--- src/rtl/pool2_ctrl.sv ---
// Pool2 sequencer: one f4 read per cycle in 2x2 window order, no backpressure; f5 write lands RD_LAT+POOL_LAT after a window's last read.
// Define POOL2_WCNT_EN to add the pool2_wcnt per-frame write counter port.
module pool2_ctrl #(
    parameter int IN_W     = 10,
    parameter int IN_H     = 10,
    parameter int F4_AW    = 7,
    parameter int F5_AW    = 5,
    parameter int RD_LAT   = 1,
    parameter int POOL_LAT = 1
) (
    input  logic             clk,
    input  logic             rst_n,
    input  logic             pool2_start,
    output logic             pool2_busy,
    output logic             pool2_done,
    output logic             f4_ren,
    output logic [F4_AW-1:0] f4_raddr,
    output logic             pool2_clr,
    output logic             f5_wen,
    output logic [F5_AW-1:0] f5_waddr
`ifdef POOL2_WCNT_EN
    ,
    output logic [F5_AW-1:0] pool2_wcnt
`endif
);

    localparam int OW      = IN_W / 2;
    localparam int OH      = IN_H / 2;
    localparam int NWIN    = OW * OH;
    localparam int OXW     = (OW > 1) ? $clog2(OW) : 1;
    localparam int OYW     = (OH > 1) ? $clog2(OH) : 1;
    localparam int TAG_LAT = RD_LAT + POOL_LAT;

    typedef enum logic [1:0] {IDLE, READ, DRAIN, DONE} state_t;

    state_t           state_q, state_d;
    logic [1:0]       smp_q, smp_d;
    logic [OXW-1:0]   ox_q, ox_d;
    logic [OYW-1:0]   oy_q, oy_d;
    logic             f4_ren_q, f4_ren_d;
    logic [F4_AW-1:0] f4_raddr_q, f4_raddr_d;
    logic             busy_q, busy_d;
    logic             done_q, done_d;
    logic             clr_q, clr_d;
    logic             f5_wen_q, f5_wen_d;
    logic [F5_AW-1:0] f5_waddr_q, f5_waddr_d;

    logic             first_q [RD_LAT];
    logic             first_d [RD_LAT];
    logic             last_q  [TAG_LAT];
    logic             last_d  [TAG_LAT];
    logic [F5_AW-1:0] widx_q  [TAG_LAT];
    logic [F5_AW-1:0] widx_d  [TAG_LAT];

    logic             issue;
    logic             win_end;
    logic             last_rd;
    logic [F5_AW-1:0] cur_widx;
    logic [F4_AW-1:0] cur_raddr;

    always_comb begin
        win_end   = (smp_q == 2'd3);
        last_rd   = win_end && (ox_q == OXW'(OW - 1)) && (oy_q == OYW'(OH - 1));
        cur_widx  = F5_AW'(int'(oy_q) * OW + int'(ox_q));
        cur_raddr = F4_AW'((2 * int'(oy_q) + int'(smp_q[1])) * IN_W
                           + 2 * int'(ox_q) + int'(smp_q[0]));
    end

    // The read for the current counters is issued in the same cycle start is accepted.
    always_comb begin
        state_d = state_q;
        issue   = 1'b0;
        case (state_q)
            IDLE: begin
                if (pool2_start) begin
                    state_d = READ;
                    issue   = 1'b1;
                end
            end
            READ: begin
                issue = 1'b1;
                if (last_rd) begin
                    state_d = DRAIN;
                end
            end
            DRAIN: begin
                if (f5_wen_q && (f5_waddr_q == F5_AW'(NWIN - 1))) begin
                    state_d = DONE;
                end
            end
            DONE: begin
                if (pool2_start) begin
                    state_d = READ;
                    issue   = 1'b1;
                end else begin
                    state_d = IDLE;
                end
            end
            default: state_d = IDLE;
        endcase
    end

    always_comb begin
        smp_d = smp_q;
        ox_d  = ox_q;
        oy_d  = oy_q;
        if (issue) begin
            smp_d = smp_q + 2'd1;
            if (win_end) begin
                if (ox_q == OXW'(OW - 1)) begin
                    ox_d = '0;
                    oy_d = (oy_q == OYW'(OH - 1)) ? '0 : oy_q + OYW'(1);
                end else begin
                    ox_d = ox_q + OXW'(1);
                end
            end
        end
    end

    // Stage 0 of the tag pipe is aligned with the registered f4 read.
    always_comb begin
        first_d[0] = issue && (smp_q == 2'd0);
        for (int i = 1; i < RD_LAT; i++) begin
            first_d[i] = first_q[i-1];
        end
        last_d[0] = issue && win_end;
        widx_d[0] = cur_widx;
        for (int i = 1; i < TAG_LAT; i++) begin
            last_d[i] = last_q[i-1];
            widx_d[i] = widx_q[i-1];
        end

        f4_ren_d   = issue;
        f4_raddr_d = issue ? cur_raddr : f4_raddr_q;
        clr_d      = first_q[RD_LAT-1];
        f5_wen_d   = last_q[TAG_LAT-1];
        f5_waddr_d = last_q[TAG_LAT-1] ? widx_q[TAG_LAT-1] : f5_waddr_q;
        busy_d     = (state_d != IDLE);
        done_d     = (state_d == DONE);
    end

    always_ff @(posedge clk) begin
        if (!rst_n) begin
            state_q    <= IDLE;
            smp_q      <= '0;
            ox_q       <= '0;
            oy_q       <= '0;
            f4_ren_q   <= 1'b0;
            f4_raddr_q <= '0;
            busy_q     <= 1'b0;
            done_q     <= 1'b0;
            clr_q      <= 1'b0;
            f5_wen_q   <= 1'b0;
            f5_waddr_q <= '0;
            for (int i = 0; i < RD_LAT; i++) begin
                first_q[i] <= 1'b0;
            end
            for (int i = 0; i < TAG_LAT; i++) begin
                last_q[i] <= 1'b0;
                widx_q[i] <= '0;
            end
        end else begin
            state_q    <= state_d;
            smp_q      <= smp_d;
            ox_q       <= ox_d;
            oy_q       <= oy_d;
            f4_ren_q   <= f4_ren_d;
            f4_raddr_q <= f4_raddr_d;
            busy_q     <= busy_d;
            done_q     <= done_d;
            clr_q      <= clr_d;
            f5_wen_q   <= f5_wen_d;
            f5_waddr_q <= f5_waddr_d;
            for (int i = 0; i < RD_LAT; i++) begin
                first_q[i] <= first_d[i];
            end
            for (int i = 0; i < TAG_LAT; i++) begin
                last_q[i] <= last_d[i];
                widx_q[i] <= widx_d[i];
            end
        end
    end

`ifdef POOL2_WCNT_EN
    logic [F5_AW-1:0] wcnt_q, wcnt_d;
    logic             start_acc;

    always_comb begin
        start_acc = pool2_start && ((state_q == IDLE) || (state_q == DONE));
        wcnt_d    = wcnt_q;
        if (start_acc) begin
            wcnt_d = '0;
        end else if (f5_wen_q && (int'(wcnt_q) < NWIN)) begin
            wcnt_d = wcnt_q + F5_AW'(1);
        end
    end

    always_ff @(posedge clk) begin
        if (!rst_n) begin
            wcnt_q <= '0;
        end else begin
            wcnt_q <= wcnt_d;
        end
    end

    assign pool2_wcnt = wcnt_q;
`endif

    assign pool2_busy = busy_q;
    assign pool2_done = done_q;
    assign f4_ren     = f4_ren_q;
    assign f4_raddr   = f4_raddr_q;
    assign pool2_clr  = clr_q;
    assign f5_wen     = f5_wen_q;
    assign f5_waddr   = f5_waddr_q;

endmodule

--- config.mk ---
export PLATFORM = sky130hd
export DESIGN_NAME = pool2_ctrl
export DESIGN_NICKNAME = d
export VERILOG_FILES = /design/src/rtl/pool2_ctrl.sv
export SDC_FILE = /design/constraint.sdc
export NUM_CORES = 1
export LEC_CHECK = 0
export ABC_AREA = 1
export CORE_MARGIN = 2
export CORE_UTILIZATION = 35
export DETAILED_ROUTE_END_ITERATION = 12
export GPL_TIMING_DRIVEN = 0
export SYNTH_ARGS = -nofsm -noshare
export SYNTH_HDL_FRONTEND = slang
export SYNTH_SLANG_ARGS = --single-unit
--- constraint.sdc ---
create_clock -name clk -period 1.8 [get_ports clk]
set_input_delay 0.36 -clock clk [delete_from_list [all_inputs] [get_ports clk]]
set_output_delay 0.36 -clock clk [all_outputs]
set_load 0.05 [all_outputs]
# == Word-level counts from Yosys, hierarchy flattened ==
# Memories as Yosys holds them, arrays and structs flattened. A register that Yosys moved wholly into a read port is not among the register bits.
# Index checks and enable logic that the tools add are counted.
# word_totals
ff_bits,21
latch_bits,0
ram_bits,13
romBits,0
out_inout_bits,17
mem_count,3
# classes
addsub,7
mul,2
div,0
order_cmp,0
eq_ne,8
n_shift,0
n_mux,17
n_bitwise,4
reduce_logical,14
# memory_table
name,depth,width,rd,rd_ports_with_merged_regs,wr,line_no,rtl
widx_q,2,5,2,1,2,52,logic [F5_AW-1:0] widx_q [TAG_LAT];
last_q,2,1,2,0,2,50,logic last_q [TAG_LAT];
first_q,1,1,1,1,1,48,logic first_q [RD_LAT];
# ops
operator,n
2-to-1 mux 5 bit,2
"equality test 2 bit, second input constant",4
2-to-1 mux 1 bit,8
case mux 2 bit (4 select lines),1
adder 7 x 1 -> 7 bit,1
adder 7 x 4 -> 7 bit,1
"adder 3 x 1 -> 3 bit, second input constant",2
"equality test 3 bit, second input constant",2
"multiplier 5 x 3 -> 6 bit, second input constant",1
2-to-1 mux 2 bit,3
2-to-1 mux 3 bit,2
adder 4 x 1 -> 5 bit,1
adder 5 x 3 -> 5 bit,1
"equality test 5 bit, second input constant",1
logical AND 1 bit,5
"multiplier 3 x 3 -> 5 bit, second input constant",1
zero test 2 bit,2
bitwise OR 1 bit,4
AND reduction 3 bit,1
"adder 2 x 1 -> 2 bit, second input constant",1
"equality test 2 x 1 -> 1 bit, second input constant",1
zero test 1 bit,2
case mux 1 bit (2 select lines),1
AND reduction 2 bit,1
3 further kinds,3

# == Depth between registers and ports, before layout ==
# Gate-level depths: netlist of the first run.
# logic_depth
word_depth,6
ltp_mapped,10

# == Worst setup path after synthesis of the first run ==
# Ideal clock, no wire load.
# synth_path
path_kind,register to register
startpoint,register oy_q[0]
endpoint,"register f4_raddr_q[6], in the netlist f4_raddr[6]"
arrival_time_ns,1.705
required_time_ns,1.691
setup_slack_ns,-0.014
stages_incl_launch_ff,10
path_buffers,0
period_less_slack_ns,1.814
cell_sequence,dfxtp_1 > ha_1 > ha_1 > inv_1 > fa_1 > nor2_1 > a21o_1 > nand3_1 > nand2_1 > inv_1
# synth_via
elab_chain_cells,4
# synth_lines
element,line_no,rtl
start: declaration,39,"logic [OYW-1:0] oy_q, oy_d;"
start signal: assignment,166,oy_q <= oy_d;
adder 4 x 1 -> 5 bit,65,cur_raddr = F4_AW'((2 * int'(oy_q) + int'(smp_q[1])) * IN_W
multiplier 5 x 3 -> 6 bit,65,
adder 7 x 4 -> 7 bit,66,+ 2 * int'(ox_q) + int'(smp_q[0]));
adder 7 x 1 -> 7 bit,66,
end signal: assignment,168,f4_raddr_q <= f4_raddr_d;
end: declaration,41,"logic [F4_AW-1:0] f4_raddr_q, f4_raddr_d;"
# Every way passes these cells.
# A chain may end at the register's enable or synchronous reset.

# == Worst setup path after layout of the first run ==
# Ends and elaborated chain as after synthesis.

==> summary.txt, run 1 <==
Final layout
  – Multi-input gate area: approximately 990 µm²
  – Layout cells sized above 1: 12.8%
  – Sequential Area: 811 µm²
  – Antenna cells: 0
  – Area Overhead vs Synth: 23.3%
  – Post-layout util: 44.4%
  – Fillers: 548
  – # nets final: a little under 300

STA
  – Hold Fails Final Rpt: 0
  – Worst hold slack: roughly 0.38 ns
  – Final-report max-slew violation count: 0
  – Final setup viols: 0
  – Unrepaired setup endpoints after global routing: true
  – Period utilization: about 98%
  – Minimum clock period: roughly 1.8 ns
  – Max_slew headroom: between 60% and 70%
  – Worst-margin pin slew: slightly above 0.5 ns
  – Final TNS setup: 0 ns
  – Clock Skew: about 0.0055 ns
  – Peak Freq: 0.569 GHz

Synthesis
  – FF+latch count, synth: 40
  – Number of synthesized flops with an enable pin: 0
  – Syn Nets: about 270
  – Post-synth top area share: roughly 41%
  – Compound-Gate Fraction of Synth Area: around 10%
  – Post-Synth Adder-Cell Area: 17.8%
  – Synth Area per Inst: 8.22 µm²
  – Mapped Area: 1960 µm²
  – Post-synth top cells: inv_1, nand2_1, dfxtp_1
  – Synth async-reset ratio: 0%
  – YS warnings: 0
  – Seq/Total Area, Yosys: roughly 40%
  – Synthesized instance count: around 240
  – Mux contribution to synthesized area: 0%
  – Post-Synth XOR/XNOR Area: about 3.1%
  – Commonest register cell after synthesis: dfxtp_1
  – Main combinational cell family by area after synthesis: simple AND/OR/NAND/NOR gates
  – Area leader, netlist: dfxtp_1
  – Unique masters post-synth: 31
  – Simple-gate share of the synthesized area: between 10% and 20%
  – Area contributors post-synth: dfxtp_1, ha_1, inv_1

Setup path
  – Worst setup EP type: register
  – Startpoint Class: register
  – WS Path Type: reg2reg
  – Crit-path max FO: 3
  – CP arrival: 2.01 ns
  – Required time of the critical path: ~2.1 ns

Floorplanning
  – Die W: 78.8 µm
  – Area of the core: ~5400 µm²
  – Site row count: 27
  – Vert. Die Dim: just under 80 µm
  – Number of I/O pins: 20
  – Die area: 6210 µm²
  – Initial Util: between 30% and 40%

Power and ir drop
  – VDD IR max: ~480 µV
  – Comb pwr share: ~16%
  – Pwr Total: about 2000 µW
  – Leak: 0.00132 µW
  – Psw: between 500 and 600 µW
  – Int Pwr: between 1000 and 1500 µW
  – Sequential share of power: 46.8%
  – PwrDens: 841 nW/µm²
  – Switching share of power: roughly 28%
  – Clock power frac: 37.1%

Detailed routing
  – Via count: approximately 1500
  – Drt via density: ~4.4
  – Initial drt markers: 30
  – Detail Route Antenna Nets: 0
  – DR WL/cell: 10.7 µm
  – Pre-antenna DRT Iters: 4
  – DRC Markers: 0
  – Routed WL: about 3600 µm

Outcome
  – Outcome: complete, no violations

Place
  – GPL Wtd Cong: a little over 0.8
  – Post-detail-place hpwl: between 2000 and 3000 µm
  – Buffers on Ports: 18

Clocking
  – CTS HTree Levels: 2
  – CTS tree: done
  – Root Buffer: clkbuf_8
  – # hold bufs at CTS: 0
  – Worst skew pair latency: approximately 0.30 ns
  – Clk sinks: 40
  – CTS Buf Count: 5
  – Reg clk slew, reported paths: approximately 0.080 ns
  – CTS max path bufs: 2

GRT
  – Vias in the first global route: approximately 1400
  – Total gr overflow: 0
  – Initial antenna violation count: 0
  – Aggregate global-route resource usage: ~13%
  – First-pass GRT wire length: approximately 6300 µm
  – Largest net degree at the start of global routing: 15

Run
  – Max-cap viol count: 0

Min path
  – Worst hold path class: in2reg
==> logic make-up after synthesis <==
logic type / count (synthesis)
and+or+nand+nor: 82
DFF: 40
AOI/OAI and AO/OA: 34
buffers and inverters: 49
adders and majority gates: 26
xor gates and xnor gates: 7
==> cells in the final DEF (no fill, tap or decap), drive strengths merged <==
cell type and instances:
a21o 1, a21oi 14, buf 5, bufinv 1, clkbuf 8, clkdlybuf4s50 4
clkinv 3, dfxtp 40, dlygate4sd2 9, dlymetal6s2s 5, fa 3, ha 23
inv 42, nand2 44, nand3 9, nand4 2, nor2 26, nor3 1
o211ai 1, o21ai 16, o21bai 1, o22ai 1, xnor2 1, xor2 6
==> power by group through the flow <==
| stage | combinational [µW] | sequential (µW) | clock [µW] |
|---|---|---|---|
| after global placement | 321 | 970 | 0 |
| after global routing | 362 | 955 | 799 |
| after CTS | 314 | 948 | 772 |
| after floorplan | 143 | 1060 | 0 |
| final | 326 | 948 | 753 |
| after detailed placement | 322 | 970 | 0 |
==> cell type report <==
cell class | instances | share of cell area [%]
plain buffers | 6 | 1.50
clock inverters | 3 | 1.97
flip-flops and latches | 40 | 33.6
clock buffers | 5 | 2.85
well taps | 72 | 3.73
repair buffers | 20 | 8.66
multi-input cells | 149 | 41.0
inverters | 43 | 6.69
==> path summary, 6_finish.rpt <==
path | startpoint | to | slack [ns] | cells after the start
setup / recovery | oy_q[0]$_SDFFE_PN0P_ | f4_raddr[6]$_SDFFE_PN0P_ | 0.04 | 9
hold / removal | rst_n | widx_q[0][4]$_SDFF_PN0_ | 0.38 | 3
setup reg to reg | oy_q[0]$_SDFFE_PN0P_ | f4_raddr[6]$_SDFFE_PN0P_ | 0.04 | 9
hold reg to reg | widx_q[0][3]$_SDFF_PN0_ | widx_q[1][3]$_SDFF_PN0_ | 0.41 | 2
==> sequential cells by signal (all words and copies together) (netlist names), 2 cells and up <==
signal,flops
f4_raddr,7
f5_waddr,5
last_q,2
ox_q,3
oy_q,3
smp_q,2
state_q,2
widx_q,10
==> what timing repair did <==
| item | in CTS | in global routing |
|---|---|---|
| gates resized for setup | 13 | 15 |
| setup endpoints to repair | 13 | 18 |
| pin swaps | 3 | 7 |
| buffers inserted | 1 | 1 |
==> critical path, cell delays in order (launching register included) <==
cell and delay, ns:
dfxtp_4 0.36, ha_4 0.28, ha_4 0.12, inv_2 0.03, fa_2 0.56, nor2_2 0.05
a21o_1 0.16, nand3_1 0.06, nand2_1 0.05, inv_1 0.04
==> per-stage QoR <==
stage | instance area [µm²] | setup WS [ns] | instances
after floorplan | 1960 | 0.000675 | 238
after detailed placement | 2230 | -0.152 | 328
final | 2410 | 0.0416 | 338
after global placement | 2230 | -0.144 | 328
after CTS | 2360 | -0.0428 | 337
after global routing | 2410 | -0.0860 | 338
==> layer usage <==
metal	share of wire, %	track usage, %	vias to the layer above
met5	0	0	-
met4	1.3	4.21	0
met3	3.3	3.07	6
met2	47	21.8	19
met1	49	16.2	668
li1	-	-	792
(Power assumes the default switching activity.)
==> inputs of run 2 (changes only) <==
PLACE_DENSITY_LB_ADDON = 0.08   (was not set)
==> summary.txt, run 2 (synthesis results as in run 1) <==
Outcome
  – Outcome: complete, no violations

Final layout
  – Post-Layout Cell Count: roughly 340
  – Area Overhead vs Synth: 25.7%
  – Commonest cells after routing, fill and taps aside: inv_1, nand2_1, dfxtp_1
  – Antenna cells: 0
  – Layout cells sized above 1: between 10% and 20%
  – # nets final: 298
  – Max reg flops: 10
  – Register with the most flip-flops: widx_q

Clocking
  – Root Buffer: clkbuf_8
  – Reg clk slew, reported paths: ~0.08 ns
  – CTS tree: done
  – Worst skew pair latency: a little under 0.3 ns
  – # hold bufs at CTS: 0
  – CTS max path bufs: 2
  – CTS HTree Levels: 2
  – Clk sinks: 40
  – CTS Buf Count: 5

STA
  – Peak Freq: roughly 0.57 GHz
  – Period utilization: between 90% and 100%
  – Final-report max-slew violation count: 0
  – Final setup viols: 0
  – Unrepaired setup endpoints after global routing: true
  – Worst-margin pin slew: 0.503 ns
  – Final WS setup: approximately 0.045 ns
  – Max_slew headroom: between 60% and 70%
  – Hold Fails Final Rpt: 0
  – Minimum clock period: 1.75 ns
  – Clock Skew: 0.00229 ns

Place
  – Dpl cells: between 300 and 400
  – GPL Wtd Cong: slightly above 0.8
  – Buffers on Ports: 18
  – Post-detail-place hpwl: between 2000 and 3000 µm
  – Worst slack at placement: -0.156 ns

Run
  – Max-cap viol count: 0

Setup path
  – Critical path, cell by cell: clkdlybuf4s50_1
  – Buf/Inv on CP: 1
  – Startpoint Class: register
  – FF-to-FF Start: oy_q[2]$_SDFFE_PN0P_
  – FF-to-FF setup slack: ~0.045 ns
  – Slowest CP cell: clkdlybuf4s50_1
  – Worst setup EP type: output pin
  – Crit-path max FO: 1
  – Required time of the critical path: roughly 1.4 ns
  – Worst stage delay on the critical path: between 0.7 and 0.8 ns
  – Kind of cell adding the most delay to the critical path: buffers and inverters
  – FF-to-FF path depth: 9
  – WS Path Type: reg2out
  – CP arrival: approximately 1.4 ns
  – Critical R2R Capture: f4_raddr[6]$_SDFFE_PN0P_

Detailed routing
  – Routed WL: 3720 µm
  – Via count: 1499
  – Detail Route Antenna Nets: 0
  – Pre-antenna DRT Iters: 4
  – DR WL/cell: between 10 and 15 µm
  – Drt via density: 4.38
  – Initial drt markers: 34
  – DRC Markers: 0

Power and ir drop
  – Int Pwr: between 1000 and 1500 µW
  – Psw: 561 µW
  – VDD IR max: 363 µV
  – Leak: between 0.001 and 0.0015 µW
  – PwrDens: between 800 and 900 nW/µm²
  – Switching share of power: between 20% and 30%
  – Clock power frac: a little over a third
  – Sequential share of power: a little under half
  – Comb pwr share: between 10% and 20%

GRT
  – Vias in the first global route: between 1000 and 1500
  – Total gr overflow: 0
  – Largest net degree at the start of global routing: 14
  – First-pass GRT wire length: 6600 µm
  – Initial antenna violation count: 0
  – Aggregate global-route resource usage: between 10% and 20%

Min path
  – Worst hold path class: in2reg
  – Hold Startpoint: rst_n
  – WHS Path Cells: 3
  – Worst Hold End: oy_q[1]$_SDFFE_PN0P_

Floorplanning
  – Initial Util: between 30% and 40%
  – Area of the core: around 5400 µm²
  – Vert. Die Dim: approximately 80 µm
  – Die area: between 6000 and 7000 µm²
  – Site row count: 27
  – Number of I/O pins: 20
  – Die W: 78.8 µm
## run 2: cell types whose count changed in the layout (fill, tap and decap cells not counted), sizes merged
cell and change:
buf +4, dlygate4sd2 +2, clkdlybuf4s50 -1, clkinv -1, clkinvlp +1, dlymetal6s2s -1
## run 2: per-stage QoR
stage                     setup TNS (ns)  hold slack (ns)  cell area (µm²)  power, µW  utilization [%]
final                                  0            0.372             2460       2010             45.2
after global routing             -0.0412            0.405             2460       2130             45.2
after CTS                        -0.0384            0.368             2390       2020             43.9
after detailed placement          -0.338            0.396             2230       1300             40.9
after global placement            -0.353            0.393             2230       1300             40.9
after floorplan                        0            0.390             1960       1200                -
## run 2: final cells by class
class,instances,area [µm²]
fill,545,2980
multi-input combinational,149,1010
sequential,40,813
timing repair buffer,24,234
inverter,43,164
tap,72,90.1
clock buffer,5,68.8
clock inverter,3,42.5
buffer,6,36.3
## run 2: timing repair
| action | 4_1_cts | 5_1_grt |
|---|---|---|
| endpoints found under the setup margin | 15 | 19 |
| buffers inserted | 2 | 4 |
| resized for setup | 22 | 14 |
| pin swaps | 6 | 3 |
| gates cloned | 0 | 0 |
## run 2: how the worst max path moves through the flow
stage / startpoint / to / slack [ns] / cells past startpoint
global placement: oy_q[0]$_SDFFE_PN0P_ / f4_raddr[6]$_SDFFE_PN0P_ / -0.18 / 9
finish: pool2_clr$_SDFF_PN0_ / pool2_clr / 0.05 / 1
detailed placement: oy_q[0]$_SDFFE_PN0P_ / f4_raddr[6]$_SDFFE_PN0P_ / -0.16 / 9
global route: oy_q[2]$_SDFFE_PN0P_ / f4_raddr[6]$_SDFFE_PN0P_ / -0.03 / 9
floorplan: oy_q[0]$_SDFFE_PN0P_ / f4_raddr[6]$_SDFFE_PN0P_ / 0.0007 / 9
CTS: oy_q[0]$_SDFFE_PN0P_ / f4_raddr[6]$_SDFFE_PN0P_ / -0.04 / 9
## run 2: power by group through the flow
stage          Clock (µW)  Combinational, µW  Sequential (µW)
5_1_grt               797                379              954
3_5_place_dp            0                324              971
6_report              727                340              948
2_1_floorplan           0                143             1060
4_1_cts               758                314              949
3_3_place_gp            0                325              972
## run 2: metal layers
layer,GRT usage [%],vias up,wire length [µm],share of wire (%)
met5,0,-,0,0
met4,5.61,0,63,1.7
met3,3.64,6,191,5.1
met2,23.0,28,1730,46
met1,16.4,666,1740,47
li1,-,799,-,-
